## config.mk

```make
export PLATFORM = sky130hd
export DESIGN_NAME = bit_serial_maj_adder_ctrl
export DESIGN_NICKNAME = d
export VERILOG_FILES = /design/src/rtl/bit_serial_maj_adder_ctrl.sv
export SDC_FILE = /design/constraint.sdc
export NUM_CORES = 1
export LEC_CHECK = 0
export ABC_AREA = 0
export CAP_MARGIN = 20
export CORE_UTILIZATION = 50
export CTS_BUF_LIST = sky130_fd_sc_hd__clkbuf_8
export DETAILED_ROUTE_END_ITERATION = 10
export DONT_BUFFER_PORTS = 1
export SETUP_SLACK_MARGIN = 0.2
export SLEW_MARGIN = 20
export SYNTH_ARGS = -nofsm -noshare
export SYNTH_HDL_FRONTEND = slang
export SYNTH_SLANG_ARGS = --single-unit
```

## constraint.sdc

```tcl
create_clock -name clk -period 2.25 [get_ports clk]
set_input_delay 0.45 -clock clk [delete_from_list [all_inputs] [get_ports clk]]
set_output_delay 0.45 -clock clk [all_outputs]
set_load 0.02 [all_outputs]
```

## src/rtl/bit_serial_maj_adder_ctrl.sv

```systemverilog
// rtl/bit_serial_maj_adder_ctrl.sv - bit-serial adder built from one majority-gate full-adder cell
//
// Adds a + b + cin one bit per clock, LSB first, through a single time-shared
// majority-gate full-adder cell. The result is valid WIDTH edges after acceptance
// and is held until the consumer takes it.
//
// Ports:
//    clk, rst_n          clock, asynchronous active-low reset
//    in_valid/in_ready   operand handshake (a, b, cin)
//    out_valid/out_ready result handshake (sum, cout)
//    busy                high while bits are being processed
//    ovf                 signed overflow, present only with BIT_SERIAL_MAJ_ADDER_CTRL_OVERFLOW_EN
//
// Optional feature macro: BIT_SERIAL_MAJ_ADDER_CTRL_OVERFLOW_EN
`timescale 1ns/1ps
module bit_serial_maj_adder_ctrl #(
   parameter int WIDTH = 8
) (
   input  logic             clk,
   input  logic             rst_n,
   input  logic             in_valid,
   output logic             in_ready,
   input  logic [WIDTH-1:0] a,
   input  logic [WIDTH-1:0] b,
   input  logic             cin,
   output logic             out_valid,
   input  logic             out_ready,
   output logic [WIDTH-1:0] sum,
   output logic             cout,
`ifdef BIT_SERIAL_MAJ_ADDER_CTRL_OVERFLOW_EN
   output logic             ovf,
`endif
   output logic             busy
);

   localparam int CW = $clog2(WIDTH);

   typedef enum logic [1:0] {IDLE, RUN, DONE} state_t;

   state_t           state, state_nx;
   logic [WIDTH-1:0] a_sr, b_sr, sum_sr;
   logic             carry;
   logic [CW-1:0]    cnt;
   logic             c_nx, s_bit, last, accept, handshake;

   function automatic logic maj(input logic x, input logic y, input logic z);
      return (x & y) | (x & z) | (y & z);
   endfunction

   // Majority-only full adder: the sum is recovered from the inverted carry-out.
   assign c_nx  = maj(a_sr[0], b_sr[0], carry);
   assign s_bit = maj(~c_nx, maj(a_sr[0], b_sr[0], ~c_nx), carry);
   assign last  = (cnt == CW'(WIDTH - 1));

   assign accept    = in_valid & in_ready;
   assign handshake = out_valid & out_ready;

   always_ff @(posedge clk or negedge rst_n) begin
      if (!rst_n) state <= IDLE;
      else        state <= state_nx;
   end

   always_comb begin
      state_nx  = state;
      in_ready  = 1'b0;
      out_valid = 1'b0;
      busy      = 1'b0;
      case (state)
         IDLE: begin
            in_ready = 1'b1;
            if (in_valid) state_nx = RUN;
         end
         RUN: begin
            busy = 1'b1;
            if (last) state_nx = DONE;
         end
         DONE: begin
            out_valid = 1'b1;
            if (out_ready) state_nx = IDLE;
         end
         default: state_nx = IDLE;
      endcase
   end

   always_ff @(posedge clk or negedge rst_n) begin
      if (!rst_n) begin
         a_sr   <= '0;
         b_sr   <= '0;
         sum_sr <= '0;
         carry  <= 1'b0;
         cnt    <= '0;
      end else if (accept) begin
         a_sr  <= a;
         b_sr  <= b;
         carry <= cin;
         cnt   <= '0;
      end else if (state == RUN) begin
         // Operands shift right so the current bit is always at position 0;
         // sum bits enter at the MSB and reach their final place after WIDTH steps.
         a_sr   <= a_sr >> 1;
         b_sr   <= b_sr >> 1;
         sum_sr <= {s_bit, sum_sr[WIDTH-1:1]};
         carry  <= c_nx;
         // Hold at the last index so the counter never wraps for power-of-two widths.
         if (!last) cnt <= cnt + 1'b1;
      end
   end

   assign sum  = sum_sr;
   assign cout = carry;

`ifdef BIT_SERIAL_MAJ_ADDER_CTRL_OVERFLOW_EN
   logic c_msb;

   // Carry entering the MSB is the carry register just before the last step.
   always_ff @(posedge clk or negedge rst_n) begin
      if (!rst_n)                   c_msb <= 1'b0;
      else if (state == RUN && last) c_msb <= carry;
   end

   assign ovf = c_msb ^ carry;
`endif

endmodule

```

# ---- Word-level counts from Yosys, hierarchy flattened
# Cells that the tools add are included.
dict set report word_totals {
  reg_bits 30
  out_inout_bits 12
  elab_cells 52
}
dict set report classes {
  addsub 1
  eq_ne 7
  n_mux 16
  bitwise_logic 17
  n_reduce_logical 5
}
# cell n
set ops {}
lappend ops {{2-to-1 mux 8 bit} 4}
lappend ops {{AND 1 bit} 9}
lappend ops {{2-to-1 mux 3 bit} 3}
lappend ops {{2-to-1 mux 2 bit} 3}
lappend ops {{inequality test 2 bit, second input constant} 3}
lappend ops {{bitwise OR 1 bit} 6}
lappend ops {{case mux 2 bit (3 select lines)} 1}
lappend ops {{2-to-1 mux 1 bit} 5}
lappend ops {{AND reduction 2 bit} 2}
lappend ops {{adder 3 x 1 -> 3 bit, second input constant} 1}
lappend ops {{equality test 3 bit, second input constant} 1}
lappend ops {{AND reduction 3 bit} 1}
lappend ops {{equality test 2 x 1 -> 1 bit, second input constant} 1}
lappend ops {{equality test 2 bit, second input constant} 1}
lappend ops {{logical NOT 2 bit} 1}
lappend ops {{inequality test 2 x 1 -> 1 bit, second input constant} 1}
lappend ops {{NOT 1 bit} 2}
lappend ops {{nonzero test 2 bit} 1}

# ---- Depth between registers and ports, before layout
dict set report logic_depth {
  depth_word 10
  depth_mapped 6
  ltp_nobuf 5
}

# ---- Worst setup path after synthesis
# Ideal clock, no wire load.
dict set report synth_timing {
  path_type {register to output}
  startpoint {register state[1]}
  endpoint {output port out_valid}
  arrival_ps 1063
  t_required_ps 1800
  setup_slack_ps 737
  stages_incl_launch_ff 5
  n_path_buf 2
  path_cell_list {dfrtp_1 -> buf_6 -> clkinv_1 -> buf_2 -> nor2_1}
}
dict set report synth_between {
  elab_chain_len 2
}
# element line_no
set synth_rtl {}
lappend synth_rtl {{start: declaration} 40} ;# state_t state, state_nx;
lappend synth_rtl {{start signal: assignment} 60} ;# else state <= state_nx;
lappend synth_rtl {{equality test 2 bit} 68} ;# case (state)
lappend synth_rtl {{2-to-1 mux 1 bit} 68}
lappend synth_rtl {{end: declaration} 26} ;# output logic out_valid,
# Every way passes these cells.

# ---- Final worst setup path
dict set report layout_timing {
  startpoint {register state[0]}
  endpoint {output port out_valid}
}
# The elaborated chain is that of the path after synthesis.

==> impl_metrics.py <==
metrics = {
    "clocking": {
        "cts-root-buf": "clkbuf_8",
        "cts_max_path_buffers": 2,
        "numCtsBuffers": 5,
        "clk-insertion-delay-late_ps": 270,
        "cts.clk_slew.worst_paths_ps": 60,
        "postCtsSetupRepairBufs": 0,
        "cts_tree": "yes",
        "post_cts_resized": 0,
        "cts.sink_count": 30,
        "cts_hold_buf": 2,
        "ctsHtreeMaxLevel": 2,
    },
    "global_route": {
        "grt_use_met2_pct": 32.70,
        "grt_pass1_vias": 1057,
        "grt.busiest_layer": "met2",
        "use_met3_pct": 7.260,
        "grt_max_degree": 31,
        "antenna_found_initial": 0,
        "grt.overflow.total": 0,
        "grt_usage_pct": 20.06,
        "grt_pass1_wl_mm": 4.733,
        "grt_use_met1_pct": 23.10,
    },
    "die": {
        "start_util_pct": 52.27,
        "top_level_ports": 33,
        "die_width_um": 55.46,
        "fp.coreArea_um2": 2734,
        "rows": 19,
        "die_h_um": 55.46,
        "die-area_um2": 3075,
    },
    "yosys": {
        "synth_top_area_share_pct": 52.54,
        "syn_inst": 142,
        "ys_warn_count": 0,
        "yosysTopAreaCell": "dfrtp_1",
        "yosysUniqueCellTypes": 25,
        "synth_ff_type": "dfrtp_1",
        "synth_seq_cells": 30,
        "syn_area_um2": 1429,
        "syn_nets": 167,
        "yosysMostFrequentCell": "dfrtp_1",
        "synth.avg_cell_area_um2": 10.06,
        "synth_edf_count": 0,
        "async_reset_ff_share_pct": 100.0,
        "yosysSeqAreaShare_pct": 52.54,
        "synthTopCellsByCount": "dfrtp_1, nand2_1, nor2_1",
        "synth_area_leaders": "dfrtp_1, o32ai_1, nand2_1",
    },
    "cells_and_area": {
        "fin_util_pct": 55.70,
        "area_growth_pct": 6.567,
        "finalNetCount": 168,
        "drive_above_1_share_pct": 9.155,
        "fin_area_um2": 1523,
        "diodes": 0,
    },
    "min_path": {
        "hold_end": "state[1]$_DFFE_PN0P_",
        "holdCritStartpoint": "out_ready",
        "hold_depth": 1,
        "hold_path_class": "input pin to register",
    },
    "timing": {
        "hold_viol_final": 0,
        "rsz0062_at_grt": "false",
        "whs_ps": 260.5,
        "setup_viol_count_final": 0,
        "fin_tns_setup_ps": 0,
        "relSlewSlack_pct": 62.88,
        "max_freq_mhz": 550.5,
        "fin_skew_ps": 2.089,
        "tightest_slew_ps": 556.8,
        "period_needed_ps": 1816,
        "period_share_pct": 80.73,
        "slew_violations": 0,
    },
    "pwr": {
        "ir_worst_vdd_uv": 851.8,
        "p_per_area_nw_per_um2": 1514,
        "leakage_nw": 0.6852,
    },
    "place": {
        "io_buffers": 0,
        "place_area_um2": 1410,
        "gp_routability_congestion": 0.6868,
        "dp_hpwl_mm": 1.898,
    },
    "route": {
        "num_vias": 1090,
        "post_drt_via_cell_ratio": 6.301,
        "dr.pass1.iters": 4,
        "drc": 0,
        "drtIter0Drc": 33,
        "wl_per_cell_um": 16.28,
        "wirelength_mm": 2.816,
        "ant_nets": 0,
    },
    "setup_path": {
        "cp.required_ps": 1800,
        "r2r_start": "state[0]$_DFFE_PN0P_",
        "r2r_end": "cnt[2]$_DFFE_PN0P_",
        "criticalPathCategory": "register to output port",
        "arrival_ps": 1370,
        "worst_setup_path_end_kind": "output port",
        "ff2ff_path_depth": 3,
        "cp-start-kind": "register",
        "r2r_setup_slack_ps": 620,
        "crit_path_max_fanout": 14,
    },
    "flow_run": {
        "maxCapViolations": 0,
    },
    "run_status": {
        "status": "completed",
    },
}
-- routing by layer --
| layer | vias up | routed length [µm] | part of all wire [%] |
|---|---|---|---|
| li1 | 511 | - | - |
| met1 | 535 | 1227 | 44 |
| met2 | 35 | 1371 | 49 |
| met3 | 9 | 159 | 5.6 |
| met4 | 0 | 58 | 2.1 |
| met5 | - | 0 | 0 |
-- cell families after synthesis --
group	Yosys count	synth area share, %
and+or+nand+nor	52	14.62
AOI/OAI and AO/OA	40	20.84
DFF	30	52.54
buffers and inverters	15	6.654
adders and majority gates	4	4.553
muxes	1	0.7880
-- worst max-delay path by stage --
stage                               endpoint  depth (start not counted)  slack (ps)                  from
after floorplan                    out_valid                          4         740  state[1]$_DFFE_PN0P_
after global placement    cnt[2]$_DFFE_PN0P_                          3         650  state[0]$_DFFE_PN0P_
after detailed placement  cnt[2]$_DFFE_PN0P_                          3         630  state[0]$_DFFE_PN0P_
after CTS                          out_valid                          2         420  state[0]$_DFFE_PN0P_
after global routing               out_valid                          2         340  state[0]$_DFFE_PN0P_
final                              out_valid                          2         430  state[0]$_DFFE_PN0P_
-- power by group --
part           internal, mW  switching (mW)
clock                 0.235           0.179
combinational         0.341           0.430
sequential            0.791           0.329
total                  1.37           0.938
-- layout by cell type (no fill, tap or decap) --
master,instances
o21ai_0,4
nor2_1,19
inv_2,1
clkbuf_8,6
dlygate4sd3_1,1
clkinv_1,1
o22ai_1,14
o31ai_1,1
fa_1,2
inv_1,2
nand2b_1,2
mux2_2,1
nand2_1,28
o32ai_1,14
buf_12,1
a21oi_1,1
a22o_1,5
dfrtp_1,30
buf_4,3
o221a_2,1
nor2b_1,1
ha_1,2
nand3b_1,1
or2_1,1
-- through the flow --
stage	power (mW)	setup WS, ps	instances
after detailed placement	1.892	630.2	165
after CTS	2.324	424.2	173
after global placement	1.849	649.0	165
after global routing	2.476	344.1	173
after floorplan	1.750	736.5	142
final	2.306	433.5	173
-- state kept, by name, indices dropped and copies added, names as in the netlist --
| register | flops |
|---|---|
| cnt | 3 |
| b_sr | 8 |
| cout | 1 |
| state | 2 |
| sum | 8 |
| a_sr | 8 |
-- cell type report --
| type | count | area, µm² |
|---|---|---|
| clock buffers | 6 | 82.58 |
| fillers | 245 | 1211 |
| inverters | 4 | 15.01 |
| multi-input cells | 97 | 583.1 |
| flip-flops and latches | 30 | 750.7 |
| well taps | 31 | 38.79 |
| repair buffers | 5 | 52.55 |
-- critical path, stage by stage (launching register included) --
cell,delay [ps]
dfrtp_1,510
buf_4,250
nor2_1,340
Power figures use the tool's default switching activity.
